--- src/rtl/game_sequencer.sv ---
// game_sequencer: whack-a-mole sequencer (countdown, gap, spawn, hit window, scoring).
// Define MOLE_SPEEDUP_EN to shrink the hit window by 100 ms every 5th hit (floor 300 ms).
module game_sequencer #(
  parameter int ROUNDS       = 30,
  parameter int COUNTDOWN_MS = 3000,
  parameter int GAP_MS       = 250
) (
  input  logic        clk,
  input  logic        rst_n,
  input  logic        ms_tick,
  input  logic        start,
  input  logic [3:0]  difficulty,
  input  logic        hit,
  output logic        spawn,
  output logic        mole_active,
  output logic        wait_flag,
  output logic        play_flag,
  output logic        gameover_flag,
  output logic [11:0] countdown_ms,
  output logic [11:0] score,
  output logic [7:0]  misses,
  output logic [7:0]  round
);
  typedef enum logic [2:0] {IDLE, COUNTDOWN, GAP, SPAWN, ACTIVE, GAMEOVER} state_t;
  state_t      state_q, state_d;
  logic        start_q, start_edge, done;
  logic [11:0] cd_q, cd_d, gap_q, gap_d, win_q, win_d, score_q, score_d;
  logic [7:0]  misses_q, misses_d, round_q, round_d;
  logic [1:0]  diff_q, diff_d;
  logic [11:0] base_win, win_load;
  logic [4:0]  flags_q, flags_d;
  assign start_edge = start & ~start_q;
  assign base_win   = diff_q == 2'd3 ? 12'd500 : diff_q == 2'd2 ? 12'd1000 : 12'd2000;
`ifdef MOLE_SPEEDUP_EN
  logic [2:0]  hits_q, hits_d;
  logic [11:0] red_q, red_d;
  assign win_load = (base_win >= red_q + 12'd300) ? base_win - red_q : 12'd300;
  always_comb begin
    hits_d = hits_q;
    red_d  = red_q;
    if ((state_q == IDLE || state_q == GAMEOVER) && start_edge) begin
      hits_d = 3'd0;
      red_d  = 12'd0;
    end else if (state_q == ACTIVE && hit) begin
      hits_d = hits_q == 3'd4 ? 3'd0 : hits_q + 3'd1;
      red_d  = (hits_q == 3'd4 && red_q < 12'd2000) ? red_q + 12'd100 : red_q;
    end
  end
  always_ff @(posedge clk or negedge rst_n)
    if (!rst_n) begin
      hits_q <= 3'd0;
      red_q  <= 12'd0;
    end else begin
      hits_q <= hits_d;
      red_q  <= red_d;
    end
`else
  assign win_load = base_win;
`endif
  always_comb begin
    state_d  = state_q;
    cd_d     = cd_q;
    gap_d    = gap_q;
    win_d    = win_q;
    score_d  = score_q;
    misses_d = misses_q;
    round_d  = round_q;
    diff_d   = diff_q;
    done     = 1'b0;
    case (state_q)
      IDLE, GAMEOVER: if (start_edge) begin
        state_d  = COUNTDOWN;
        cd_d     = 12'(COUNTDOWN_MS);
        score_d  = 12'd0;
        misses_d = 8'd0;
        round_d  = 8'd0;
        diff_d   = (difficulty == 4'd2 || difficulty == 4'd3) ? difficulty[1:0] : 2'd1;
      end
      COUNTDOWN: if (ms_tick) begin
        cd_d = cd_q - 12'd1;
        if (cd_q == 12'd1) begin
          state_d = GAP;
          gap_d   = 12'(GAP_MS);
        end
      end
      GAP: if (ms_tick) begin
        gap_d = gap_q - 12'd1;
        if (gap_q == 12'd1) state_d = SPAWN;
      end
      SPAWN: begin
        state_d = ACTIVE;
        round_d = round_q + 8'd1;
        win_d   = win_load;
      end
      ACTIVE: begin
        // a hit wins over a coinciding window expiry
        if (hit) begin
          score_d = score_q == 12'hFFF ? score_q : score_q + 12'd1;
          done    = 1'b1;
        end else if (ms_tick) begin
          win_d = win_q - 12'd1;
          if (win_q == 12'd1) begin
            misses_d = misses_q == 8'hFF ? misses_q : misses_q + 8'd1;
            done     = 1'b1;
          end
        end
        if (done) begin
          state_d = round_q == 8'(ROUNDS) ? GAMEOVER : GAP;
          gap_d   = 12'(GAP_MS);
        end
      end
      default: state_d = IDLE;
    endcase
    flags_d = {state_d == SPAWN, state_d == ACTIVE, state_d == COUNTDOWN,
               state_d == GAP || state_d == SPAWN || state_d == ACTIVE, state_d == GAMEOVER};
  end
  always_ff @(posedge clk or negedge rst_n)
    if (!rst_n) begin
      state_q  <= IDLE;
      start_q  <= 1'b0;
      cd_q     <= 12'd0;
      gap_q    <= 12'd0;
      win_q    <= 12'd0;
      score_q  <= 12'd0;
      misses_q <= 8'd0;
      round_q  <= 8'd0;
      diff_q   <= 2'd1;
      flags_q  <= 5'd0;
    end else begin
      state_q  <= state_d;
      start_q  <= start;
      cd_q     <= cd_d;
      gap_q    <= gap_d;
      win_q    <= win_d;
      score_q  <= score_d;
      misses_q <= misses_d;
      round_q  <= round_d;
      diff_q   <= diff_d;
      flags_q  <= flags_d;
    end
  assign {spawn, mole_active, wait_flag, play_flag, gameover_flag} = flags_q;
  assign countdown_ms = cd_q;
  assign score        = score_q;
  assign misses       = misses_q;
  assign round        = round_q;
endmodule

--- config.mk ---
export PLATFORM = sky130hd
export DESIGN_NAME = game_sequencer
export DESIGN_NICKNAME = d
export VERILOG_FILES = /design/src/rtl/game_sequencer.sv
export SDC_FILE = /design/constraint.sdc
export NUM_CORES = 1
export LEC_CHECK = 0
export CAP_MARGIN = 40
export CORE_MARGIN = 2
export CORE_UTILIZATION = 52
export DETAILED_ROUTE_END_ITERATION = 16
export PLACE_DENSITY = 0.84
export SETUP_SLACK_MARGIN = 0.05
export SLEW_MARGIN = 40
export SYNTH_ARGS = -nofsm -noshare
export SYNTH_HDL_FRONTEND = slang
export SYNTH_SLANG_ARGS = --single-unit
--- constraint.sdc ---
create_clock -name clk -period 5.5 [get_ports clk]
set_clock_uncertainty 0.05 [all_clocks]
set_input_delay 1.1 -clock clk [delete_from_list [all_inputs] [get_ports clk]]
set_output_delay 1.1 -clock clk [all_outputs]
set_load 0.01 [all_outputs]
; ---- Word-level counts from Yosys, hierarchy flattened
; Index checks and enable logic that the tools add are counted.
[totals]
latchBits = 0
memories = 0
ff_bits = 75
mem_bits_ro = 0
ramBits = 0
inputBits = 9
[op_classes]
mux = 37
shift = 0
reduce_logical = 17
eq_ne = 31
mul = 0
bitwise_logic = 2
n_addsub = 6
magnitude_cmp = 0
div = 0
[op_table]
columns = cell, count
row1 = 12-bit 2-to-1 mux, 11
row2 = 12-bit case mux with 2 select lines, 3
row3 = 8-bit 2-to-1 mux, 5
row4 = 12-bit by 1-bit equality test with 1-bit output (second input constant), 3
row5 = 12-bit case mux with 3 select lines, 1
row6 = 12-bit by 1-bit subtractor with 12-bit output (second input constant), 3
row7 = 8-bit case mux with 2 select lines, 2
row8 = 11-bit 2-to-1 mux, 2
row9 = 2-bit inequality test (second input constant), 11
row10 = 3-bit 2-to-1 mux, 7
row11 = 8-bit by 1-bit adder with 8-bit output (second input constant), 2
row12 = 3-bit case mux with 5 select lines, 1
row13 = 12-bit by 1-bit adder with 12-bit output (second input constant), 1
row14 = 12-bit equality test (second input constant), 1
row15 = 3-bit by 2-bit equality test with 1-bit output (second input constant), 4
row16 = 3-bit equality test (second input constant), 4
row17 = 4-bit by 2-bit equality test with 1-bit output (second input constant), 2
row18 = 8-bit by 5-bit equality test with 1-bit output (second input constant), 1
row19 = 8-bit equality test (second input constant), 1
row20 = 2-bit nonzero test, 4
row21 = 3-bit by 1-bit equality test with 1-bit output (second input constant), 2
row22 = 3-bit AND reduction, 2
row23 = 6-bit AND reduction, 1
row24 = 5-bit AND reduction, 1
row25 = other kinds (11), 18

; ---- Logic depth before layout (Yosys ltp)
[logic_depth]
depth_word = 10
ltp_mapped = 8

; ---- Worst setup path after synthesis
; No wires, ideal clock.
[synth_path]
path_type = input-to-reg
start = input port hit
end = register misses_q[7] (netlist: misses[7])
cell_stages = 6
setup_time_ns = 0.078
t_required_ns = 5.372
arrival_ns = 2.659
setup_slack_ns = 2.714
n_path_buf = 1
path_cell_list = nor4b_2 > o21ai_1 > or4b_1 > buf_2 > or4_1 > a21oi_1
[synth_between]
elab_chain_cells = 2
[synth_rtl]
columns = item, line_no
row1 = start: declaration, 13  ; input logic hit,
row2 = 2-bit inequality test (no line), n/a
row3 = 6-bit AND reduction (no line), n/a
row4 = end signal: assignment, 136  ; misses_q <= misses_d;
row5 = end: declaration, 28  ; logic [7:0] misses_q, misses_d, round_q, round_d;
; No other way between the ends.
; A chain may end at the register's enable or synchronous reset.

; ---- Worst setup path in the final report
; Same ends and word-level chain as after synthesis.

==> insert_results.sql <==
INSERT INTO impl_metrics (metric_group, metric, value, unit) VALUES
('synthesis', 'async_reset_ff_frac', '1.00', ''),
('pwr', 'leakage', '1.96', 'nW'),
('timing', 'min_clock_period_post_route', '3.29', 'ns'),
('clocking', 'h-tree-depth', '3', ''),
('clocking', 'clock-sinks', '75', ''),
('clocking', 'resized_cells_post_cts', '0', ''),
('place', 'detailed_place_hpwl', '6260', 'um'),
('global_route', 'globalRoute.busiestLayer', 'met2', ''),
('min_path', 'min_path_type', 'reg -> reg', ''),
('clocking', 'clk_pin_slew_worst_paths', '0.08', 'ns'),
('critical_path', 'setup.worst_path.end_class', 'flop', ''),
('clocking', 'clock_tree.root_cell', 'sky130_fd_sc_hd__clkbuf_8', ''),
('global_route', 'gr-usage-all-layers', '0.231', ''),
('global_route', 'met2_usage', '0.366', ''),
('synthesis', 'sequential_area_share_after_synthesis', '0.473', ''),
('global_route', 'use_met3', '0.0382', ''),
('floorplanning', 'initial_core_util', '0.541', ''),
('global_route', 'grt_first_pass_wirelength', '15500', 'um'),
('synthesis', 'synth_nets', '443', ''),
('finish', 'synthToLayoutAreaGrowth', '21.0', '%'),
('finish', 'layout_commonest_cell', 'sky130_fd_sc_hd__dfrtp_1', ''),
('synthesis', 'top_flip_flop_cell_by_instance_count_after_synthesis', 'sky130_fd_sc_hd__dfrtp_1', ''),
('timing', 'setup_viol', '0', ''),
('finish', 'final_cell_area', '4800', 'um^2'),
('synthesis', 'postSynthAreaPerCell', '9.36', 'um^2'),
('timing', 'tightest_slew', '0.644', 'ns'),
('finish', 'n_fill_cell', '571', ''),
('pwr', 'ir_worst_vdd', '0.191', 'mV'),
('timing', 'final_min_period_over_clock_period', '0.598', ''),
('place', 'place.port_buffers', '53', ''),
('synthesis', 'yosysWarnings', '0', ''),
('timing', 'slew_headroom', '0.566', ''),
('pwr', 'power_density', '355', 'nW/um^2'),
('critical_path', 'critical_path_data_arrival_time', '3.51', 'ns'),
('clocking', 'clk_lat_worst_skew', '0.35', 'ns'),
('timing', 'final_hold_viol_count', '0', ''),
('route', 'dr.first_iter.drc_count', '218', ''),
('place', 'dp_slack', '1.92', 'ns'),
('floorplanning', 'floorplan.die.width', '91.4', 'um'),
('floorplanning', 'design.core.area', '7330', 'um^2'),
('timing', 'layout_setup_ws', '2.21', 'ns'),
('route', 'detail_route.drc_violations', '0', ''),
('synthesis', 'synth.lib_cells_used.distinct', '63', ''),
('route', 'avgViaCountPerCell', '5.98', ''),
('synthesis', 'synth.cell_area', '3970', 'um^2'),
('clocking', 'cts-buffers-inserted', '9', ''),
('synthesis', 'synth_cells', '424', ''),
('clocking', 'post_cts.repair.setup_buffers', '0', ''),
('timing', 'rsz0062_at_grt', 'false', ''),
('floorplanning', 'ios', '54', ''),
('outcome', 'run_status', 'completed', ''),
('route', 'drtAntennaViolNets', '0', ''),
('finish', 'top_library_cells_by_usage_in_the_layout_fill_and_taps_aside', '74 x sky130_fd_sc_hd__dfrtp_1, 52 x sky130_fd_sc_hd__clkdlybuf4s50_1, 43 x sky130_fd_sc_hd__nand2_1, 39 x sky130_fd_sc_hd__nor2_1, 29 x sky130_fd_sc_hd__o21ai_0', ''),
('global_route', 'grt_antenna_before_repair', '0', ''),
('critical_path', 'worstPathMaxFanout', '16', ''),
('route', 'vias', '3448', ''),
('route', 'first_pass_iters', '4', ''),
('global_route', 'number_of_global_route_vias_before_repair', '3304', ''),
('clocking', 'ctsLongestPathBuffers', '2', ''),
('critical_path', 'cp.required', '5.73', 'ns'),
('place', 'global_placer_s_final_weighted_congestion', '0.859', ''),
('global_route', 'grt_start_max_net_pins', '42', ''),
('floorplanning', 'floorplan.rows', '31', ''),
('timing', 'fmax', '304', 'MHz'),
('clocking', 'cts_hold_repair.buffers', '0', ''),
('finish', 'drive_above_1_share', '0.0711', ''),
('floorplanning', 'chipHeight', '91.4', 'um'),
('global_route', 'global_route_track_usage_on_met1', '0.312', ''),
('clocking', 'cts_tree', 'yes', ''),
('run', 'drv.max_cap_violation_count', '0', ''),
('route', 'wire_per_inst', '15.6', 'um'),
('finish', 'fin_nets', '492', ''),
('timing', 'slew_viol_final', '0', ''),
('route', 'routed_wirelength', '8990', 'um'),
('critical_path', 'worst_setup_path_category', 'in -> reg', ''),
('floorplanning', 'die-area', '8350', 'um^2'),
('synthesis', 'synth-edff-count', '0', ''),
('finish', 'antenna_cells', '0', ''),
('timing', 'finalSetupTns', '0', 'ns'),
('synthesis', 'ys_ff_latch', '75', ''),
('global_route', 'overflow', '0', ''),
('critical_path', 'start_kind', 'input port', ''),
('place', 'placed_area', '4570', 'um^2');
cell usage after synthesis, types with 3 or more instances:
library cell               instances  share of area
sky130_fd_sc_hd__dfrtp_1          74           0.47
sky130_fd_sc_hd__nand2_1          43          0.041
sky130_fd_sc_hd__nor2_1           39          0.037
sky130_fd_sc_hd__o21ai_0          29          0.037
sky130_fd_sc_hd__nand3_1          24          0.030
sky130_fd_sc_hd__xor2_1           18          0.040
sky130_fd_sc_hd__inv_1            16          0.015
sky130_fd_sc_hd__nor3_1           16          0.020
sky130_fd_sc_hd__a21oi_1          14          0.018
sky130_fd_sc_hd__clkbuf_1         13          0.012
sky130_fd_sc_hd__ha_1             10          0.032
sky130_fd_sc_hd__a31oi_1           8          0.013
sky130_fd_sc_hd__nand4_1           8          0.013
sky130_fd_sc_hd__o31ai_1           7          0.013
sky130_fd_sc_hd__nor4_1            6         0.0095
sky130_fd_sc_hd__or4_1             6          0.011
sky130_fd_sc_hd__xnor2_1           6          0.013
sky130_fd_sc_hd__o211ai_1          5         0.0095
sky130_fd_sc_hd__and4_1            4         0.0088
sky130_fd_sc_hd__mux2i_1           4          0.010
sky130_fd_sc_hd__nand3b_1          4         0.0076
sky130_fd_sc_hd__o21a_1            4         0.0076
sky130_fd_sc_hd__or3_1             4         0.0063
sky130_fd_sc_hd__and2_1            3         0.0047
sky130_fd_sc_hd__buf_2             3         0.0038
sky130_fd_sc_hd__nand4b_1          3         0.0066
sky130_fd_sc_hd__nor2b_1           3         0.0047
sky130_fd_sc_hd__o22a_1            3         0.0066
sky130_fd_sc_hd__o22ai_1           3         0.0047
sky130_fd_sc_hd__or3b_2            3         0.0066
cell families after synthesis:
logic type	synth area share
XOR/XNOR	0.0530
multiplexers	0.0101
AND/OR/NAND/NOR	0.250
buffers and inverters	0.0331
AO/OA/AOI/OAI	0.149
adder cells (fa/ha/maj)	0.0315
flip-flops	0.473
cell type report:
cell class,count,area [um^2],share of cell area
repair buffers,56,551,0.115
flip-flops and latches,75,1880,0.391
clock buffers,11,151,0.0315
clock inverters,5,61.3,0.0128
multi-input cells,315,1980,0.412
inverters,16,60.1,0.0125
well taps,99,124,0.0258
metal layers:
layer / up-vias / part of all wire
li1: 1634 / -
met1: 1697 / 0.46
met2: 102 / 0.48
met3: 15 / 0.037
met4: 0 / 0.023
met5: - / 0
final timing paths:
check | slack, ns | cells past startpoint | from | endpoint
min in group asynchronous | 0.63 | 1 | rst_n | gap_q[5]$_DFFE_PN0P_
max in group asynchronous | 3.89 | 2 | rst_n | countdown_ms[9]$_DFFE_PN0P_
min | 0.44 | 2 | diff_q[0]$_DFFE_PN1P_ | diff_q[0]$_DFFE_PN1P_
min reg2reg | 0.44 | 2 | diff_q[0]$_DFFE_PN1P_ | diff_q[0]$_DFFE_PN1P_
max reg2reg | 2.75 | 5 | state_q[0]$_DFF_PN0_ | misses[7]$_DFFE_PN0P_
max | 2.21 | 6 | hit | misses[7]$_DFFE_PN0P_
sequential cells by signal, summed over array words and instances, names as in the netlist:
signal and count:
state_q 3, score 12, gap_q 12, diff_q 2, misses 8, flags_q 5
round 8, win_q 12, countdown_ms 12, start_q 1
report_power, final:
group	internal (mW)	total [mW]	switching (mW)
Combinational	0.217	0.430	0.213
Clock	0.235	0.449	0.214
Sequential	0.674	0.828	0.154
Total	1.13	1.71	0.581
metrics by stage:
step / total power, mW / cells / hold slack (ns) / utilization
floorplan: 1.05 / 424 / 0.391 / -
global placement: 1.24 / 560 / 0.412 / 0.623
detailed placement: 1.26 / 560 / 0.416 / 0.624
CTS: 1.71 / 576 / 0.432 / 0.653
global route: 1.82 / 577 / 0.458 / 0.655
finish: 1.71 / 577 / 0.439 / 0.655
worst max-delay path, cell delays in order:
cell                              delay [ns]
sky130_fd_sc_hd__clkdlybuf4s50_1        0.47
sky130_fd_sc_hd__nor4b_2                0.37
sky130_fd_sc_hd__o21ai_1                0.14
sky130_fd_sc_hd__or4b_1                 0.73
sky130_fd_sc_hd__or4_1                  0.54
sky130_fd_sc_hd__a21oi_1                0.16
(Power assumes the default switching activity.)
